$ cat src/rtl/execute_pipe.sv
// rtl/execute_pipe.sv - registered execute stage: ALU, branch, jump and multi-cycle RV32M
package execute_pipe_pkg;
    typedef enum logic [1:0] {RS1_REG, RS1_PC, RS1_ZERO} alu_rs1_t;
    typedef enum logic [1:0] {RS2_REG, RS2_IMM, RS2_FOUR} alu_rs2_t;
    typedef enum logic [3:0] {ALU_ADD, ALU_SUB, ALU_SLL, ALU_SLT, ALU_SLTU,
                              ALU_XOR, ALU_SRL, ALU_SRA, ALU_OR, ALU_AND} alu_op_t;
    typedef enum logic [2:0] {BR_NONE, BR_EQ, BR_NE, BR_LT, BR_GE, BR_LTU, BR_GEU} branch_op_t;
endpackage

module alu_unit import execute_pipe_pkg::*; #(
    parameter int XLEN = 32
) (
    input  alu_op_t           op_i,
    input  logic [XLEN-1:0]   a_i,
    input  logic [XLEN-1:0]   b_i,
    output logic [XLEN-1:0]   y_o
);
    localparam int SW = $clog2(XLEN);
    logic [SW-1:0] shamt;
    assign shamt = b_i[SW-1:0];

    always_comb begin
        y_o = '0;
        case (op_i)
            ALU_ADD:  y_o = a_i + b_i;
            ALU_SUB:  y_o = a_i - b_i;
            ALU_SLL:  y_o = a_i << shamt;
            ALU_SLT:  y_o = XLEN'($signed(a_i) < $signed(b_i));
            ALU_SLTU: y_o = XLEN'(a_i < b_i);
            ALU_XOR:  y_o = a_i ^ b_i;
            ALU_SRL:  y_o = a_i >> shamt;
            ALU_SRA:  y_o = XLEN'($signed(a_i) >>> shamt);
            ALU_OR:   y_o = a_i | b_i;
            ALU_AND:  y_o = a_i & b_i;
            default:  y_o = a_i + b_i;
        endcase
    end
endmodule

module branch_unit import execute_pipe_pkg::*; #(
    parameter int XLEN = 32
) (
    input  branch_op_t        op_i,
    input  logic [XLEN-1:0]   a_i,
    input  logic [XLEN-1:0]   b_i,
    output logic              taken_o
);
    always_comb begin
        taken_o = 1'b0;
        case (op_i)
            BR_EQ:   taken_o = (a_i == b_i);
            BR_NE:   taken_o = (a_i != b_i);
            BR_LT:   taken_o = ($signed(a_i) < $signed(b_i));
            BR_GE:   taken_o = ($signed(a_i) >= $signed(b_i));
            BR_LTU:  taken_o = (a_i < b_i);
            BR_GEU:  taken_o = (a_i >= b_i);
            default: taken_o = 1'b0;
        endcase
    end
endmodule

module execute_pipe import execute_pipe_pkg::*; #(
    parameter int XLEN       = 32,
    parameter int MUL_CYCLES = 2
) (
    input  logic              clk_i,
    input  logic              rst_ni,
    input  logic              in_valid_i,
    output logic              in_ready_o,
    input  logic [XLEN-1:0]   rs1_i,
    input  logic [XLEN-1:0]   rs2_i,
    input  logic [XLEN-1:0]   imm_i,
    input  logic [XLEN-1:0]   pc_i,
    input  alu_rs1_t          alu_rs1_i,
    input  alu_rs2_t          alu_rs2_i,
    input  alu_op_t           alu_op_code_i,
    input  branch_op_t        branch_op_i,
    input  logic              jal_en_i,
    input  logic              jalr_en_i,
    input  logic              m_en_i,
    input  logic [2:0]        m_op_i,
    input  logic [4:0]        rd_i,
    input  logic              flush_i,
    output logic              out_valid_o,
    input  logic              out_ready_i,
    output logic [XLEN-1:0]   result_o,
    output logic [4:0]        out_rd_o,
    output logic              redirect_valid_o,
    output logic [XLEN-1:0]   redirect_addr_o
);
    localparam int CW       = $clog2(XLEN + MUL_CYCLES + 1);
    localparam int MUL_LAST = (MUL_CYCLES > 1) ? MUL_CYCLES - 2 : 0;

    typedef enum logic [1:0] {S_IDLE, S_MUL, S_DIV, S_DONE} state_t;

    state_t            state_q;
    logic [CW-1:0]     cnt_q;
    logic              out_valid_q, redir_valid_q, q_neg_q, r_neg_q;
    logic [XLEN-1:0]   result_q, redir_addr_q, a_q, b_q, quo_q, rem_q;
    logic [4:0]        out_rd_q, rd_q;
    logic [2:0]        op_q;

    logic [XLEN-1:0]   op_a, op_b, alu_out, nm_result_d, nm_addr_d, m_result_d;
    logic              br_taken, nm_redir_d, out_free, accept;

    always_comb begin
        op_a = rs1_i;
        case (alu_rs1_i)
            RS1_PC:   op_a = pc_i;
            RS1_ZERO: op_a = '0;
            default:  op_a = rs1_i;
        endcase
        op_b = rs2_i;
        case (alu_rs2_i)
            RS2_IMM:  op_b = imm_i;
            RS2_FOUR: op_b = XLEN'(4);
            default:  op_b = rs2_i;
        endcase
    end

    alu_unit #(.XLEN(XLEN)) u_alu (.op_i(alu_op_code_i), .a_i(op_a), .b_i(op_b), .y_o(alu_out));
    branch_unit #(.XLEN(XLEN)) u_br (.op_i(branch_op_i), .a_i(rs1_i), .b_i(rs2_i), .taken_o(br_taken));

    assign out_free   = !out_valid_q || out_ready_i;
    assign in_ready_o = (state_q == S_IDLE) && !flush_i && out_free;
    assign accept     = in_valid_i && in_ready_o;

    // jal wins over jalr, which wins over a taken branch
    always_comb begin
        nm_result_d = alu_out;
        nm_addr_d   = pc_i + imm_i;
        nm_redir_d  = br_taken;
        if (jal_en_i) begin
            nm_result_d = pc_i + XLEN'(4);
            nm_redir_d  = 1'b1;
        end else if (jalr_en_i) begin
            nm_result_d = pc_i + XLEN'(4);
            nm_addr_d   = (rs1_i + imm_i) & ~XLEN'(1);
            nm_redir_d  = 1'b1;
        end
    end

    logic              div_signed, a_neg, b_neg, div_zero, div_ovf;
    logic [XLEN-1:0]   abs_a, abs_b;
    assign div_signed = !m_op_i[0];
    assign a_neg      = div_signed && rs1_i[XLEN-1];
    assign b_neg      = div_signed && rs2_i[XLEN-1];
    assign abs_a      = a_neg ? -rs1_i : rs1_i;
    assign abs_b      = b_neg ? -rs2_i : rs2_i;
    assign div_zero   = (rs2_i == '0);
    assign div_ovf    = div_signed && (rs1_i == {1'b1, {(XLEN-1){1'b0}}}) && (rs2_i == '1);

    // restoring step: borrow out of the XLEN+1-bit subtract means "does not fit"
    logic [XLEN:0]     rem_shift_d, rem_sub_d;
    logic              quo_bit_d;
    assign rem_shift_d = {rem_q, quo_q[XLEN-1]};
    assign rem_sub_d   = rem_shift_d - {1'b0, b_q};
    assign quo_bit_d   = !rem_sub_d[XLEN];

    logic              ma_s, mb_s;
    logic [2*XLEN-1:0] prod_d;
    assign ma_s   = (op_q[1:0] != 2'b11);
    assign mb_s   = (op_q[1] == 1'b0);
    assign prod_d = {{XLEN{ma_s & a_q[XLEN-1]}}, a_q} * {{XLEN{mb_s & b_q[XLEN-1]}}, b_q};

    always_comb begin
        m_result_d = '0;
        case (op_q)
            3'd0:       m_result_d = prod_d[XLEN-1:0];
            3'd1, 3'd2,
            3'd3:       m_result_d = prod_d[2*XLEN-1:XLEN];
            3'd4, 3'd5: m_result_d = q_neg_q ? -quo_q : quo_q;
            default:    m_result_d = r_neg_q ? -rem_q : rem_q;
        endcase
    end

    always_ff @(posedge clk_i or negedge rst_ni) begin
        if (!rst_ni) begin
            state_q <= S_IDLE;  cnt_q <= '0;
            out_valid_q <= 1'b0; redir_valid_q <= 1'b0;
            result_q <= '0; redir_addr_q <= '0; out_rd_q <= '0;
            a_q <= '0; b_q <= '0; quo_q <= '0; rem_q <= '0;
            rd_q <= '0; op_q <= '0; q_neg_q <= 1'b0; r_neg_q <= 1'b0;
        end else if (flush_i) begin
            state_q <= S_IDLE;  cnt_q <= '0;
            out_valid_q <= 1'b0; redir_valid_q <= 1'b0;
        end else begin
            if (out_valid_q && out_ready_i) begin
                out_valid_q   <= 1'b0;
                redir_valid_q <= 1'b0;
            end
            case (state_q)
                S_IDLE: if (accept) begin
                    if (!m_en_i) begin
                        out_valid_q   <= 1'b1;
                        result_q      <= nm_result_d;
                        redir_valid_q <= nm_redir_d;
                        redir_addr_q  <= nm_addr_d;
                        out_rd_q      <= rd_i;
                    end else begin
                        rd_q  <= rd_i;
                        op_q  <= m_op_i;
                        cnt_q <= '0;
                        q_neg_q <= 1'b0;
                        r_neg_q <= 1'b0;
                        if (!m_op_i[2]) begin
                            a_q <= rs1_i;
                            b_q <= rs2_i;
                            state_q <= (MUL_CYCLES == 1) ? S_DONE : S_MUL;
                        end else if (div_zero) begin
                            quo_q <= '1;
                            rem_q <= rs1_i;
                            state_q <= S_DONE;
                        end else if (div_ovf) begin
                            quo_q <= rs1_i;
                            rem_q <= '0;
                            state_q <= S_DONE;
                        end else begin
                            quo_q   <= abs_a;
                            b_q     <= abs_b;
                            rem_q   <= '0;
                            q_neg_q <= a_neg ^ b_neg;
                            r_neg_q <= a_neg;
                            state_q <= S_DIV;
                        end
                    end
                end
                S_MUL: begin
                    if (cnt_q == CW'(MUL_LAST)) begin
                        cnt_q <= '0;
                        state_q <= S_DONE;
                    end else begin
                        cnt_q <= cnt_q + CW'(1);
                    end
                end
                S_DIV: begin
                    rem_q <= quo_bit_d ? rem_sub_d[XLEN-1:0] : rem_shift_d[XLEN-1:0];
                    quo_q <= {quo_q[XLEN-2:0], quo_bit_d};
                    if (cnt_q == CW'(XLEN - 1)) begin
                        cnt_q <= '0;
                        state_q <= S_DONE;
                    end else begin
                        cnt_q <= cnt_q + CW'(1);
                    end
                end
                S_DONE: if (out_free) begin
                    out_valid_q   <= 1'b1;
                    result_q      <= m_result_d;
                    redir_valid_q <= 1'b0;
                    redir_addr_q  <= '0;
                    out_rd_q      <= rd_q;
                    state_q       <= S_IDLE;
                end
                default: state_q <= S_IDLE;
            endcase
        end
    end

    assign out_valid_o      = out_valid_q;
    assign result_o         = result_q;
    assign out_rd_o         = out_rd_q;
    assign redirect_valid_o = redir_valid_q;
    assign redirect_addr_o  = redir_addr_q;
endmodule

$ cat config.mk
export PLATFORM = sky130hd
export DESIGN_NAME = execute_pipe
export DESIGN_NICKNAME = d
export VERILOG_FILES = /design/src/rtl/execute_pipe.sv
export SDC_FILE = /design/constraint.sdc
export NUM_CORES = 2
export LEC_CHECK = 0
export BUFFER_PORTS_ARGS = -buffer_cell sky130_fd_sc_hd__buf_2
export CAP_MARGIN = 0
export CORE_MARGIN = 2
export CORE_UTILIZATION = 40
export CTS_CLUSTER_DIAMETER = 30
export DETAILED_ROUTE_END_ITERATION = 6
export SKIP_LAST_GASP = 1
export SYNTH_ARGS = -nofsm -noshare
export SYNTH_HDL_FRONTEND = slang
export SYNTH_HIERARCHICAL = 1
export SYNTH_SLANG_ARGS = --single-unit
$ cat constraint.sdc
create_clock -name clk_i -period 7.8 [get_ports clk_i]
set_input_delay 2.34 -clock clk_i [delete_from_list [all_inputs] [get_ports clk_i]]
set_output_delay 2.34 -clock clk_i [all_outputs]
set_load 0.02 [all_outputs]
-- Yosys cells after proc, flatten, opt, wreduce, memory -nomap -nowiden
Index checks and enable logic that the tools add are counted.
- register bits: 217
- input port bits: 155
- output and inout port bits: 72
- word-level logic and storage cells: 195
- add/sub/neg operators: 11
- multiply operators: 1
- magnitude comparators: 6
- equal/unequal tests: 45
- shifts and indexed selects: 3
- multiplexer cells: 76
- bitwise operators: 9
- reduce and logical (&&, ||, !) cells: 29
- operators by type and width (cell ; count):
    2-to-1 mux 32 bit ; 27
    case mux 32 bit (2 select lines) ; 6
    case mux 32 bit (9 select lines) ; 1
    < comparator 32 bit ; 4
    negation 32 bit ; 4
    adder 32 bit ; 3
    case mux 32 bit (3 select lines) ; 1
    == test 32 bit, second input constant ; 2
    greater-or-equal comparator 32 bit ; 2
    multiplier 33 x 33 -> 64 bit ; 1
    subtractor 33 x 32 -> 33 bit ; 1
    adder 32 x 3 -> 32 bit, second input constant ; 1
    AND 32 bit ; 1
    == test 32 bit ; 1
    zero test 32 bit ; 1
    != test 32 bit ; 1
    bitwise OR 32 bit ; 1
    left shift 32 x 5 -> 32 bit ; 1
    right shift 32 x 5 -> 32 bit ; 1
    >>> shifter 32 x 5 -> 32 bit ; 1
    subtractor 32 bit ; 1
    XOR 32 bit ; 1
    2-to-1 mux 6 bit ; 5
    2-to-1 mux 1 bit ; 20
    37 further kinds ; 92

-- Longest topological paths before layout
- depth after elaboration: 10
- gate-level depth with buffers: 31

-- Cells and area by module
The synthesis kept the hierarchy.
- modules (own cells, without submodules) (module ; times used ; cells each ; area each (um2) ; seq. area each (um2)):
    execute_pipe ; 1 ; 6767 ; 57421.3 ; 5430.2
    alu_unit ; 1 ; 1319 ; 8358.0 ; 0.0
    branch_unit ; 1 ; 128 ; 932.1 ; 0.0

-- Worst setup path before layout
Ideal clock, no wire load.
- path type: register -> register
- start point: register a_q[31]
- end point: register result_q[28], in the netlist result_o[28]
- arrival: 8138 ps
- data required time: 7675 ps
- setup slack: -463 ps
- cell stages (with the launch flop): 30
- buffers on the path: 2
- period minus slack after synthesis: 8263 ps
- cells stage by stage: dfrtp_1 -> inv_1 -> a21oi_1 -> clkbuf_1 -> clkbuf_1 -> nand2_1 -> fa_1 -> fa_1 -> inv_1 -> fa_1 -> inv_1 -> fa_1 -> inv_1 -> fa_1 -> fa_1 -> fa_1 -> inv_1 -> fa_1 -> inv_1 -> ha_1 -> and3_1 -> nand2_1 -> or2_2 -> o221a_2 -> o21ai_0 -> nand3_1 -> a31oi_1 -> nor2_1 -> xnor2_1 -> o2bb2ai_1
- longest elaborated chain between the ends: 5
- ends and longest elaborated chain (element ; line ; RTL):
    start: declaration ; 99 ; logic [XLEN-1:0] result_q, redir_addr_q, a_q, b_q, quo_q, rem_q;
    start signal: assignment ; 207 ; a_q <= rs1_i;
    AND 1 bit ; 164 ; assign prod_d = {{XLEN{ma_s & a_q[XLEN-1]}}, a_q} * {{XLEN{mb_s & b_q[XLEN-1]}}, b_q};
    multiplier 33 x 33 -> 64 bit (*) ; 164 ;
    case mux 32 bit (3 select lines) (*) ; 168 ; case (op_q)
    2-to-1 mux 32 bit (*) ; 246 ; S_DONE: if (out_free) begin
    case mux 32 bit (2 select lines) (*) ; 192 ; case (state_q)
    end signal: assignment ; 196 ; result_q <= nm_result_d;
    end signal: assignment ; 248 ; result_q <= m_result_d;
    end: declaration ; 99 ;
Mark *: on every way between the ends. The rest lies on a longest branch, timed or not. The select of a mux whose other input is x is not followed.
A chain may end at the register's enable or synchronous reset.

-- Final worst setup path
- start point: register b_q[1]
- end point: register result_q[23], in the netlist result_o[23]
- longest elaborated chain between the ends: 4
- ends and longest elaborated chain (element ; line ; RTL):
    start: declaration ; 99 ;
    start signal: assignment ; 208 ; b_q <= rs2_i;
    start signal: assignment ; 220 ; b_q <= abs_b;
    multiplier 33 x 33 -> 64 bit ; 164 ;
    case mux 32 bit (3 select lines) ; 168 ;
    2-to-1 mux 32 bit ; 246 ;
    case mux 32 bit (2 select lines) ; 192 ;
No other way between the ends. The select of a mux whose other input is x is not followed.

==> summary.txt <==
Timing
  • Worst Max-Slew Pin Slew: 1.39 ns
  • Tmin final: 8.21 ns
  • Final hold vios: 0
  • Fin crit share: 1.05
  • Unrepaired setup endpoints after global routing: yes
  • Max-slew headroom: 0.0624
  • Max Clock Skew: about 0.046 ns
  • Final worst slack: -0.410 ns
  • # setup viols final: 30
  • Final-report max-slew violation count: 0
  • Fmax: 0.122 GHz

Floorplan
  • Site Rows: approximately 150
  • Initial Utilization: 0.403
  • Die X: between 400 and 500 µm
  • Die height: 412 µm
  • Core area: around 170000 µm²
  • DIE AREA: between 150000 and 200000 µm²
  • Top-Level Pins: around 230

Yosys
  • Mapped Nets: 9949
  • Yosys top cell area share: 0.339
  • Post-synthesis instance area: roughly 67000 µm²
  • Gate Count Post-Synth: a little over 8000
  • Number of distinct library cells after synthesis: 99
  • Synth Warn #: 6
  • Synth top cells by count: inv_1, nand2_1, fa_1
  • Post-synthesis sequential area ratio: 0.0814
  • Top area cells in the synthesized netlist: fa_1, ha_1, dfrtp_1
  • Synth Register Bits: 217
  • Most frequent cell after synthesis: inv_1
  • Syn avg cell area: 8.12 µm²
  • Ys flop type: dfrtp_1
  • Async SR Flop Fraction: 1.00
  • Post-synth top area cell: fa_1
  • EDFF count, synth: 0

Outcome
  • Failing checks: design-rule violations, negative setup slack
  • Status: finished with violations

Final layout
  • Post-layout instance area: about 80000 µm²
  • Filler Cell Count: 16020
  • Final Core Density: 0.484
  • Layout area overhead: 20.0%
  • Post-route insts no fill: 11157
  • Share of cells above drive strength 1: 0.174
  • Net count, final: about 11000

Setup path
  • Critical path class: reg -> reg
  • Crit start category: register
  • Crit end category: register
  • CP dominant cell by count: fa_1
  • Worst Path Arrival: ~8.8 ns
  • Crit-path slowest cell: fa_1
  • Slowest stage delay, CP: around 0.54 ns
  • CP required: roughly 8.4 ns
  • Crit-path max FO: 6
  • R2R setup slack: -0.41 ns

Clock tree
  • H-Tree Depth: 3
  • Cts bufs inserted: between 70 and 80
  • Root Driver: clkbuf_16
  • Clk_lat worst skew: roughly 0.68 ns
  • Clock tree buffer depth: 3
  • Clk sinks: approximately 220
  • CTS Hold Bufs: 0
  • CTS tree: yes
  • CTS clock-pin slew for the worst setup and hold paths: ~0.04 ns

Route
  • Vias: between 60000 and 70000
  • Via-per-instance ratio: 5.73
  • Routed wire length: about 280000 µm
  • Routed len/inst: about 25 µm
  • Remaining routing DRC violations: 12
  • ANT nets after route: 0
  • Initial DRC count: roughly 7000
  • DRT Pass-1 Iters: 7

Placed design
  • Dpl cell area: about 76000 µm²
  • DP Wirelength: between 200000 and 250000 µm
  • Global placement routability congestion: around 1.0
  • Inst Count DP: 10950
  • Port bufs: approximately 230

Global route
  • Initial antenna violation count: 40
  • Number of global-route vias before repair: between 60000 and 70000
  • Overall routing resource usage: 0.333
  • Grt ovf: 0
  • Pin count of the biggest net entering global routing: 133
  • Global-route wire length before repair: between 400000 and 500000 µm

Run
  • Max-Cap Viols: 0

Min path
  • Worst min path class: reg -> reg
## final timing paths
check	from	to	depth (start not counted)
setup / recovery	b_q[1]	result_o[23]	31
hold / removal	redirect_addr_o[1]	redirect_addr_o[1]	2
setup reg to reg	b_q[1]	result_o[23]	31
hold reg to reg	redirect_addr_o[1]	redirect_addr_o[1]	2
max in group asynchronous	rst_ni	a_q[24]	2
min in group asynchronous	rst_ni	redirect_addr_o[26]	1
## logic make-up (layout without fill, tap and decap cells)
logic type | after synthesis | in the layout | share of synthesized area
compound gates | 1650 | 1650 | 0.156
xor+xnor | 287 | 287 | 0.0377
fa+ha+maj | 1580 | 1580 | 0.423
buf+inv | 1809 | 2536 | 0.103
flops | 217 | 217 | 0.0814
mux | 155 | 155 | 0.0273
other cells | 0 | 27 | 0
simple gates | 2516 | 2516 | 0.171
## flip-flops by register name, summed over array words and instances (netlist names), 2 cells and up
name / cells
a_q: 32
b_q: 32
cnt_q: 6
op_q: 3
out_rd_o: 5
quo_q: 32
rd_q: 5
redirect_addr_o: 32
rem_q: 32
result_o: 32
state_q: 2
## what timing repair did
action | CTS | global route
cloned | 0 | 1
pin swaps | 91 | 65
gates resized for setup | 139 | 120
setup buffers | 30 | 15
setup endpoints to repair | 31 | 32
## worst max-delay path, delay by kind of cell (launching register included)
family | cells | cell delay (ns)
AOI/OAI and AO/OA | 7 | 1.45
adders and majority gates | 9 | 4.33
buffers and inverters | 10 | 0.95
DFF | 1 | 0.47
and+or+nand+nor | 5 | 0.93
## metrics by stage
stage                     hold WS [ns]  setup slack (ns)  setup TNS, ns
after global routing             0.503            -0.644         -12.94
after global placement           0.457            -0.639         -14.19
after CTS                        0.475            -0.406          -5.59
after floorplan                  0.445           -0.0316        -0.0316
final                            0.474            -0.410          -6.08
after detailed placement         0.460            -0.693         -15.39
## cell type report
type                       count  area, µm²  area share
antenna                       27       67.6    0.000844
multi-input combinational   6188      55700       0.695
timing repair buffer        1074       8380       0.105
clock inverter                37        606     0.00757
clock buffer                  99       2170      0.0271
inverter                    1326       4990      0.0623
sequential                   217       5440      0.0680
tap                         2189       2740      0.0342
## placed cells by master (no fill, tap or decap), drive strengths merged, types with 51 or more instances in the layout
cell type / count
buf: 1073
xor2: 154
dfrtp: 217
xnor2: 133
a21o: 100
a211oi: 51
mux2i: 72
nand2: 1285
o21ai: 477
nand2b: 56
mux2: 68
nand3: 84
ha: 450
o31ai: 68
and2: 365
fa: 1130
a21oi: 478
nor2: 405
inv: 1325
nor3: 79
clkbuf: 100
## routing by layer
metal,wire (µm),global-route usage,up-vias
met1,118000,0.462,32013
met3,30100,0.0857,584
met2,120000,0.491,3461
met5,94,0,-
met4,14000,0.140,14
li1,-,-,27819
Power is not shown: default switching activity piles up to over one toggle a cycle in this logic, so the estimate is an artifact.
